[src/rtl/irq_timer_periph.sv]
// Memory-mapped timer and interrupt controller.
// Provides a prescaled down-counter, six edge-detected external lines and a
// software-set bit, and combines them into a registered 8-bit irq vector.
// Register reads are combinational. Writes take effect on the clock edge.
module irq_timer_periph #(
  parameter int                   CPU_WIDTH   = 16,
  parameter logic [CPU_WIDTH-1:0] PERIPH_BASE = 16'hFF00
) (
  input  logic                 clk,
  input  logic                 rst,
  input  logic [CPU_WIDTH-1:0] mem_addr,
  input  logic [CPU_WIDTH-1:0] mem_wd,
  input  logic                 mem_ctrl,
  output logic [CPU_WIDTH-1:0] mem_rd,
  output logic                 sel,
  input  logic [5:0]           ext_irq,
  output logic [7:0]           irq
);

  logic                 en_q,    en_d;
  logic                 auto_q,  auto_d;
  logic [3:0]           pre_q,   pre_d;
  logic [CPU_WIDTH-1:0] load_q,  load_d;
  logic [CPU_WIDTH-1:0] count_q, count_d;
  logic [7:0]           ie_q,    ie_d;
  logic [7:0]           ip_q,    ip_d;
  logic [3:0]           psc_q,   psc_d;
  logic [5:0]           ext_q,   ext_d;
  logic [7:0]           irq_q,   irq_d;

  logic [2:0] off;
  logic       wr_en;
  logic       ctrl_wr, load_wr, count_wr, ie_wr, ip_wr, ipset_wr;
  logic       tick, underflow;
  logic [5:0] rise;
  logic [7:0] hw_set, sw_set, clr;

  assign sel      = (mem_addr[CPU_WIDTH-1:3] == PERIPH_BASE[CPU_WIDTH-1:3]);
  assign off      = mem_addr[2:0];
  assign wr_en    = sel & mem_ctrl;
  assign ctrl_wr  = wr_en && (off == 3'd0);
  assign load_wr  = wr_en && (off == 3'd1);
  assign count_wr = wr_en && (off == 3'd2);
  assign ie_wr    = wr_en && (off == 3'd3);
  assign ip_wr    = wr_en && (off == 3'd4);
  assign ipset_wr = wr_en && (off == 3'd5);

  // The prescaler tick gates every timer step; an underflow is a tick at zero.
  assign tick      = en_q && (psc_q == pre_q);
  assign underflow = tick && (count_q == '0);
  assign rise      = ext_irq & ~ext_q;
  assign hw_set    = {1'b0, rise, underflow};
  assign sw_set    = ipset_wr ? mem_wd[7:0] : 8'h00;
  assign clr       = ip_wr    ? mem_wd[7:0] : 8'h00;
  assign irq       = irq_q;

  // Zero-latency read mux; unused offsets and misses return zero.
  always_comb begin
    mem_rd = '0;
    if (sel) begin
      unique case (off)
        3'd0:    mem_rd = CPU_WIDTH'({pre_q, 6'b0, auto_q, en_q});
        3'd1:    mem_rd = load_q;
        3'd2:    mem_rd = count_q;
        3'd3:    mem_rd = CPU_WIDTH'(ie_q);
        3'd4:    mem_rd = CPU_WIDTH'(ip_q);
        default: mem_rd = '0;
      endcase
    end
  end

  // Next-state logic: CPU writes take priority over hardware updates.
  always_comb begin
    en_d    = en_q;
    auto_d  = auto_q;
    pre_d   = pre_q;
    load_d  = load_q;
    count_d = count_q;
    ie_d    = ie_q;
    psc_d   = psc_q;

    // Prescaler: held at zero while disabled, restarted by any CTRL write.
    if (!en_q || ctrl_wr || tick) psc_d = 4'd0;
    else                          psc_d = psc_q + 4'd1;

    // Timer step; a one-shot underflow disables the timer.
    if (tick) begin
      if (count_q != '0)  count_d = count_q - 1'b1;
      else if (auto_q)    count_d = load_q;
      else                en_d    = 1'b0;
    end

    if (ctrl_wr) begin
      en_d   = mem_wd[0];
      auto_d = mem_wd[1];
      pre_d  = mem_wd[11:8];
    end
    if (load_wr)  load_d  = mem_wd;
    if (count_wr) count_d = mem_wd;
    if (ie_wr)    ie_d    = mem_wd[7:0];

    // Set wins over a simultaneous clear.
    ip_d  = (ip_q & ~clr) | hw_set | sw_set;
    ext_d = ext_irq;
    irq_d = ip_q & ie_q;
  end

  // State registers with synchronous reset.
  always_ff @(posedge clk) begin
    if (rst) begin
      en_q    <= 1'b0;
      auto_q  <= 1'b0;
      pre_q   <= 4'd0;
      load_q  <= '0;
      count_q <= '0;
      ie_q    <= 8'h00;
      ip_q    <= 8'h00;
      psc_q   <= 4'd0;
      ext_q   <= 6'd0;
      irq_q   <= 8'h00;
    end else begin
      en_q    <= en_d;
      auto_q  <= auto_d;
      pre_q   <= pre_d;
      load_q  <= load_d;
      count_q <= count_d;
      ie_q    <= ie_d;
      ip_q    <= ip_d;
      psc_q   <= psc_d;
      ext_q   <= ext_d;
      irq_q   <= irq_d;
    end
  end

endmodule

[config.mk]
export PLATFORM = sky130hd
export DESIGN_NAME = irq_timer_periph
export DESIGN_NICKNAME = d
export VERILOG_FILES = /design/src/rtl/irq_timer_periph.sv
export SDC_FILE = /design/constraint.sdc
export NUM_CORES = 1
export LEC_CHECK = 0
export CORE_ASPECT_RATIO = 0.7
export CORE_UTILIZATION = 53
export DETAILED_ROUTE_END_ITERATION = 8
export PLACE_DENSITY = 0.8
export SYNTH_ARGS = -nofsm -noshare
export SYNTH_HDL_FRONTEND = slang
export SYNTH_SLANG_ARGS = --single-unit
[constraint.sdc]
create_clock -name clk -period 3.17 [get_ports clk]
set_input_delay 0.634 -clock clk [delete_from_list [all_inputs] [get_ports clk]]
set_output_delay 0.634 -clock clk [all_outputs]
set_load 0.02 [all_outputs]
==> metrics list <==
- The run finished with clean final reports.
- Die extent in x: 103.0 um
* Crit-path max FO: 6
- Sequential area share after synthesis: 0.3807
* Top cell family by delay on the critical path: simple AND/OR/NAND/NOR gates
- Relative slew margins: 0.4065
- The floorplan has 25 rows.
- Buffers placed on the I/O ports in this run total 65.
* Die footprint: 0.007491 mm2
- CTS tree: done
- Distinct cells, synth: 51
* Largest net degree at the start of global routing: 47
- In the final routed layout, each cell accounts on average for 16.59 um.
* Final Hold Violating Endpoints: 0
- Counting tap cells, the placed design contains a total of 663 instances.
* Power per unit of standard cell area: 372.5 mW/mm2
- The largest total area in the synthesized netlist belongs to dfxtp_1.
- Met3 track demand over resource in global routing: 0.07184
* Via Count: 4086
* Nets: 624
* Most common flop cell mapped by yosys: dfxtp_1
- Of the available clock period, the critical path in the final layout requires 0.9685.
- By count the netlist is led by nand2_1, dfxtp_1, a21oi_1, nor2_1, clkbuf_1.
- The number of nets handed over by synthesis was 548.
- The tool flagged a number of max-cap violations equal to 0.
* Minimum clock period after layout: 3.070 ns
- By area the synthesized netlist is led by dfxtp_1, nand2_1, a21oi_1.
- The share of synthesized area in the top cell type comes to 0.3807.
* Kind of end point of the critical path: primary output
- After detailed routing, the total wire length is 11.26 mm.
* Biggest cell delay along the critical path: 0.42 ns
* Avg Cell Area, Syn: 7.512 um2
- After clock tree synthesis, the clock-pin slew on the worst setup and hold paths is 0.08 ns.
- Slew at the pin closest to its max-slew limit: 0.8903 ns
- The startpoint identified for the worst register-to-register timing path is count_q[0]$_SDFFE_PP0P_.
* Buffers and inverters on the worst path: 3
- The critical path goes through clkdlybuf4s50_1 > or3_1 > nor4_4 > nand2_1 > buf_4 > nor3_1 > buf_2.
* Cell with the largest stage delay on the worst path: clkdlybuf4s50_1
* Setup-violating endpoint count in the final report: 0
- The number of antenna diodes in the final layout is 0.
- Global-route wire length before repair: 17.67 mm
- The min-delay analysis places its worst path in the category reg2reg.
- Share of post-route cells with drive strength above 1: 0.1350
- CTS Buffer Depth: 2
- In the post-synthesis netlist, the cell with the most instances is nand2_1.
* TritonCTS Sinks: 72
- After detailed placement, the total cell area comes to 0.004673 mm2.
- Number of design rule violations left after detail routing: 0
* Global placer's final weighted congestion: 0.9298
- The mapped netlist covers 0.003786 mm2.
- Using the TritonRoute via totals, the vias-per-cell ratio works out to 6.018.
- Measured along the y axis, the die boundary spans 72.72 um.
* Arrival time worst endpoint: 2.44 ns
* FFs w/ async S/R, synth: 0
* Vias in the first global route: 3604
- Final ANT Viol Nets: 0
- In this run the worst setup path begins at mem_addr[4].
- For this run, global-route usage on met1 was measured as 0.4229.
- The initial utilization of the core area, before any placement, comes to 0.5552.
- Leakage power: 1.734 nW
* Global routing usage on met2: 0.4874
* Worst Hold Slack: 0.4495 ns
- Violation count after the first detailed-routing iteration: 325
* Fmax achieved: 0.3257 GHz
- Critical path class: in2out
* All-layer global routing usage: 0.3097
* Layout fillers: 617
* Root cell of the clock tree: clkbuf_8
- The synthesized design contains 72 register bits.
- TritonCTS buffer count: 9
* Finished layout cell area: 0.004806 mm2
* Critical path launch point type: input pin
- Clock network latency to the later pin of the worst-skew pair: 0.35 ns
- Number of synthesized flops with an enable pin: 0
* Worst VDD drop: 0.2374 mV
- The clock arrives with 0.01096 ns of skew.
- Aggregate global routing overflow: 0
- The number of antenna violations at the first check in global routing is 0.
* CORE AREA: 0.006819 mm2
* YS warnings: 0
* Count of mapped cells out of synthesis: 504
- Hold path startpoint: ie_q[4]$_SDFFE_PP0P_
* DP Wirelength: 7.923 mm
- Area grow syn2layout: 26.93%
* Worst endpoint required time: 2.54 ns
- Busiest grt layer: met2
- Pre-antenna DRT Iters: 6
* Final cell count without fillers: 679
- The max-slew violation count was 0.
- Maximum level of the CTS H-tree: 3
- Count of boundary I/O pins: 66
- Setup slack of the worst register-to-register path: 0.61 ns
[sequential cells by signal, indices dropped and copies added (netlist names), 4 cells and up]
signal   flops
ip_q         8
load_q      16
ext_q        6
irq          8
pre_q        4
count_q     16
psc_q        4
ie_q         8
[timing repair]
item                                    in CTS  in global routing
setup buffers                                0                  0
hold buffers                                 0                  0
endpoints found under the setup margin      17                 16
resized for setup                           41                 23
[power breakdown]
group	internal, W	switching (W)	leakage [nW]
Clock	0.000384	0.000349	0.0993
Combinational	0.0000745	0.0000633	1.05
Sequential	0.000914	0.00000580	0.583
[layout make-up]
| class | count | area [um2] | share of cell area |
|---|---|---|---|
| Clock buffer | 11 | 141.4 | 0.02942 |
| Clock inverter | 5 | 56.30 | 0.01172 |
| Inverter | 7 | 26.28 | 0.005467 |
| Multi-Input combinational cell | 388 | 2178 | 0.4533 |
| Sequential cell | 72 | 1441 | 0.2999 |
| Tap cell | 94 | 117.6 | 0.02447 |
| Timing Repair Buffer | 102 | 844.6 | 0.1757 |
[cells in the final DEF, fill, tap and decap left out, types with 4 or more instances in the layout]
cell	synthesis	routed
xnor2_1	5	5
a31oi_1	6	6
inv_1	7	7
nor4b_1	4	4
dfxtp_1	72	72
nand4_1	4	4
mux2i_1	9	9
a21oi_1	59	59
or4_1	4	4
clkdlybuf4s50_1	0	47
nor2b_1	14	14
buf_2	7	8
xor2_1	6	6
a211oi_1	8	8
buf_4	1	38
a221oi_1	6	6
nand3_1	17	17
nor2_1	59	59
nor4_1	7	6
nor3_1	17	16
clkbuf_8	0	10
a22oi_1	19	19
clkbuf_2	1	8
nand2_1	90	90
o21ai_0	7	7
[kinds of logic (layout without fill, tap and decap cells)]
logic type | count (synthesis) | count (layout) | share of synthesized area
simple gates | 242 | 242 | 0.3057
compound gates | 123 | 123 | 0.2052
flops | 72 | 72 | 0.3807
buf+inv | 44 | 125 | 0.04924
xor+xnor | 11 | 11 | 0.02545
mux | 9 | 9 | 0.02379
fa+ha+maj | 3 | 3 | 0.009915
[metal layers]
| layer | up-vias | share of wire | wire (um) |
|---|---|---|---|
| met2 | 249 | 0.45 | 5018 |
| met5 | - | 0 | 0 |
| met1 | 1875 | 0.43 | 4812 |
| met3 | 22 | 0.11 | 1260 |
| li1 | 1940 | - | - |
| met4 | 0 | 0.015 | 171 |
[path summary, 6_finish.rpt]
| path | depth (start not counted) | endpoint |
|---|---|---|
| min reg2reg | 2 | irq[4]$_SDFF_PP0_ |
| max | 7 | mem_rd[11] |
| max reg2reg | 10 | count_q[9]$_SDFFE_PP0P_ |
| min | 2 | irq[4]$_SDFF_PP0_ |
[per-stage QoR]
stage | util | TNS [ns] | total power [W] | worst slack, ns
6_report | 0.7048 | 0 | 0.001790 | 0.09985
5_1_grt | 0.7048 | -0.001368 | 0.001840 | -0.001368
4_1_cts | 0.7138 | 0 | 0.001789 | 0.001067
3_5_place_dp | 0.6853 | -4.720 | 0.001075 | -0.3519
3_3_place_gp | 0.6853 | -4.082 | 0.001072 | -0.2786
2_1_floorplan | - | 0 | 0.0009858 | 0.07058
[worst register-to-register path: stages, from the launching register on]
cell and delay [ns]:
dfxtp_1 0.53, inv_1 0.14, ha_1 0.23, nor4b_1 0.14, buf_4 0.17, nand4_1 0.07
buf_4 0.19, nor2_1 0.07, or2_2 0.40, or3_1 0.38, a31oi_1 0.16
Note: power is estimated with default switching activity, not from simulation.
==> variant: new RTL, same flow settings <==
The parameter `CPU_WIDTH` goes from 16 to 32.
--- a/src/rtl/irq_timer_periph.sv
+++ b/src/rtl/irq_timer_periph.sv
@@ -3,7 +3,7 @@
 // software-set bit, and combines them into a registered 8-bit irq vector.
 // Register reads are combinational. Writes take effect on the clock edge.
 module irq_timer_periph #(
-  parameter int                   CPU_WIDTH   = 16,
+  parameter int                   CPU_WIDTH   = 32,
   parameter logic [CPU_WIDTH-1:0] PERIPH_BASE = 16'hFF00
 ) (
   input  logic                 clk,
Interface: changed (resized mem_addr, mem_rd and mem_wd); port bits go from 66 to 114. No check against the original RTL was run, so the function may have changed too.
==> variant against the unedited design <==
- combinational power increased by 120%
- clock skew decreased by 0.0026 ns
- sequential cell count increased by 32
- synthesized area increased by 52%
- utilization increased by 6.4 points
- power increased by 59%
- clock power increased by 66%
- die area increased by 51%
- worst setup slack got worse by 0.091 ns
- wire length increased by 86%
- maximum frequency decreased by 2.9%
- cell area increased by 67%
- critical endpoint is now mem_rd[28]
- largest cell class unchanged
==> variant: results (changes against the unedited design) <==
Global routing
  • First-pass GRT wire length: 32300 um (+83%)
  • Largest net degree at the start of global routing: 52 (+11%)
  • GRT Util Overall: 37.2% (+6.3 points)
  • Vias in the first global route: 6142 (+70%)

Power
  • Leak pwr: 3.08 nW (+78%)
  • Sw Share: 26.2% (+2.9 points)

Detailed routing
  • Drt initial violations: 782 (+140%)
  • Pre-Repair DR Iteration Count: 5 (-1)
  • Routed wire length: 21000 um (+86%)
  • Vias: 6683 (+64%)
  • DR WL/cell: 20.3 um (+23%)

Place
  • IO Port Bufs: 113 (+74%)
  • Inst Count DP: 1005 (+52%)
  • Dpl ws: -0.862 ns (-0.511 ns)
  • DPL Wire Length: 14500 um (+83%)

STA
  • Final hold slack: 0.476 ns (+0.0261 ns)
  • Highest clock rate: 0.316 GHz (-2.9%)
  • Setup Skew: 0.00832 ns (-0.00264 ns)
  • Slew @ Worst Pin: 0.637 ns (-0.253 ns)

Critical path
  • R2r setup slk: 0.26 ns (-0.35 ns)
  • Arr. time, crit path: 2.53 ns (+0.09 ns)

Finish
  • Largest regs: count_q (32), load_q (32)
  • Ratio of cells with drive above 1 in the final layout: 20.1% (+6.6 points)
  • Final nets: 971 (+56%)

Synth
  • Synth cell count leaders: dfxtp_1 (104), nand2_1 (92), nor2_1 (83)
  • Cell variety after synth: 56 (+9.8%)
  • Post-Syn Nets: 826 (+51%)
  • Mean Syn Cell Area: 7.67 um^2 (+2.1%)
  • Largest cells by area after synthesis: dfxtp_1 (36%), a21oi_1 (6.9%), nand2_1 (6.0%)

Status
  • Status: complete, no violations

Hold path
  • Hold Path Class: register to register

Clocking
  • Clock root buffer: clkbuf_16
-- variant: worst paths after layout --
kind	cells after the start	to	from
max reg2reg	7	count_q[5]$_SDFFE_PP0P_	count_q[18]$_SDFFE_PP0P_
min	2	load_q[20]$_SDFFE_PP0P_	load_q[20]$_SDFFE_PP0P_
max	10	mem_rd[28]	mem_addr[7]
min reg2reg	2	load_q[20]$_SDFFE_PP0P_	load_q[20]$_SDFFE_PP0P_
-- variant: routing by layer --
| layer | GRT usage [%] | share of wire (%) |
|---|---|---|
| met1 | 50.1 | 42 |
| met2 | 61.5 | 45 |
| met3 | 6.46 | 11 |
| met4 | 12.2 | 2.1 |
| met5 | 0 | 0 |
-- variant: final cells by class --
type / count / area (um^2)
Timing Repair Buffer: 188 / 1760
Clock inverter: 7 / 104
Tap cell: 132 / 165
Fill cell: 752 / 2410
Clock buffer: 9 / 225
Sequential cell: 104 / 2080
Multi-Input combinational cell: 576 / 3630
Inverter: 16 / 62.6
-- variant: power by group through the flow --
| stage | sequential [mW] | clock [mW] | combinational, mW |
|---|---|---|---|
| floorplan | 1.35 | 0 | 0.122 |
| global placement | 1.35 | 0 | 0.287 |
| detailed placement | 1.35 | 0 | 0.294 |
| CTS | 1.32 | 1.22 | 0.298 |
| global route | 1.33 | 1.27 | 0.326 |
| finish | 1.32 | 1.22 | 0.309 |
-- variant: worst max-delay path: stages --
cell and delay [ns]:
clkdlybuf4s15_1 0.19, or4_4 0.56, nor4_4 0.29, buf_4 0.17, nand2_4 0.06, inv_4 0.08, nand2_8 0.11, buf_16 0.22
nor2_4 0.11, buf_6 0.12
-- variant: stage by stage --
stage / area [um^2] / util (%)
5_1_grt: 8030 / 76.9
4_1_cts: 7890 / 75.6
2_1_floorplan: 5820 / -
3_3_place_gp: 7400 / 70.9
6_report: 8030 / 76.9
3_5_place_dp: 7400 / 70.9
-- variant: timing repair --
item | 4_1_cts | 5_1_grt
hold buffers | 0 | 0
resized for setup | 179 | 41
buffers inserted | 8 | 2
pin swaps | 4 | 25
cloned | 1 | 0
endpoints found under the setup margin | 33 | 73
-- variant: logic make-up (layout without fill, tap and decap cells) --
group	count (synthesis)	count (layout)	share of synthesized area [%]
xor gates and xnor gates	14	14	2.13
buffers and inverters	70	220	5.24
and+or+nand+nor	316	316	27.0
muxes	25	25	4.46
DFF	104	104	36.2
AOI/OAI and AO/OA	218	218	24.3
adders and majority gates	3	3	0.652
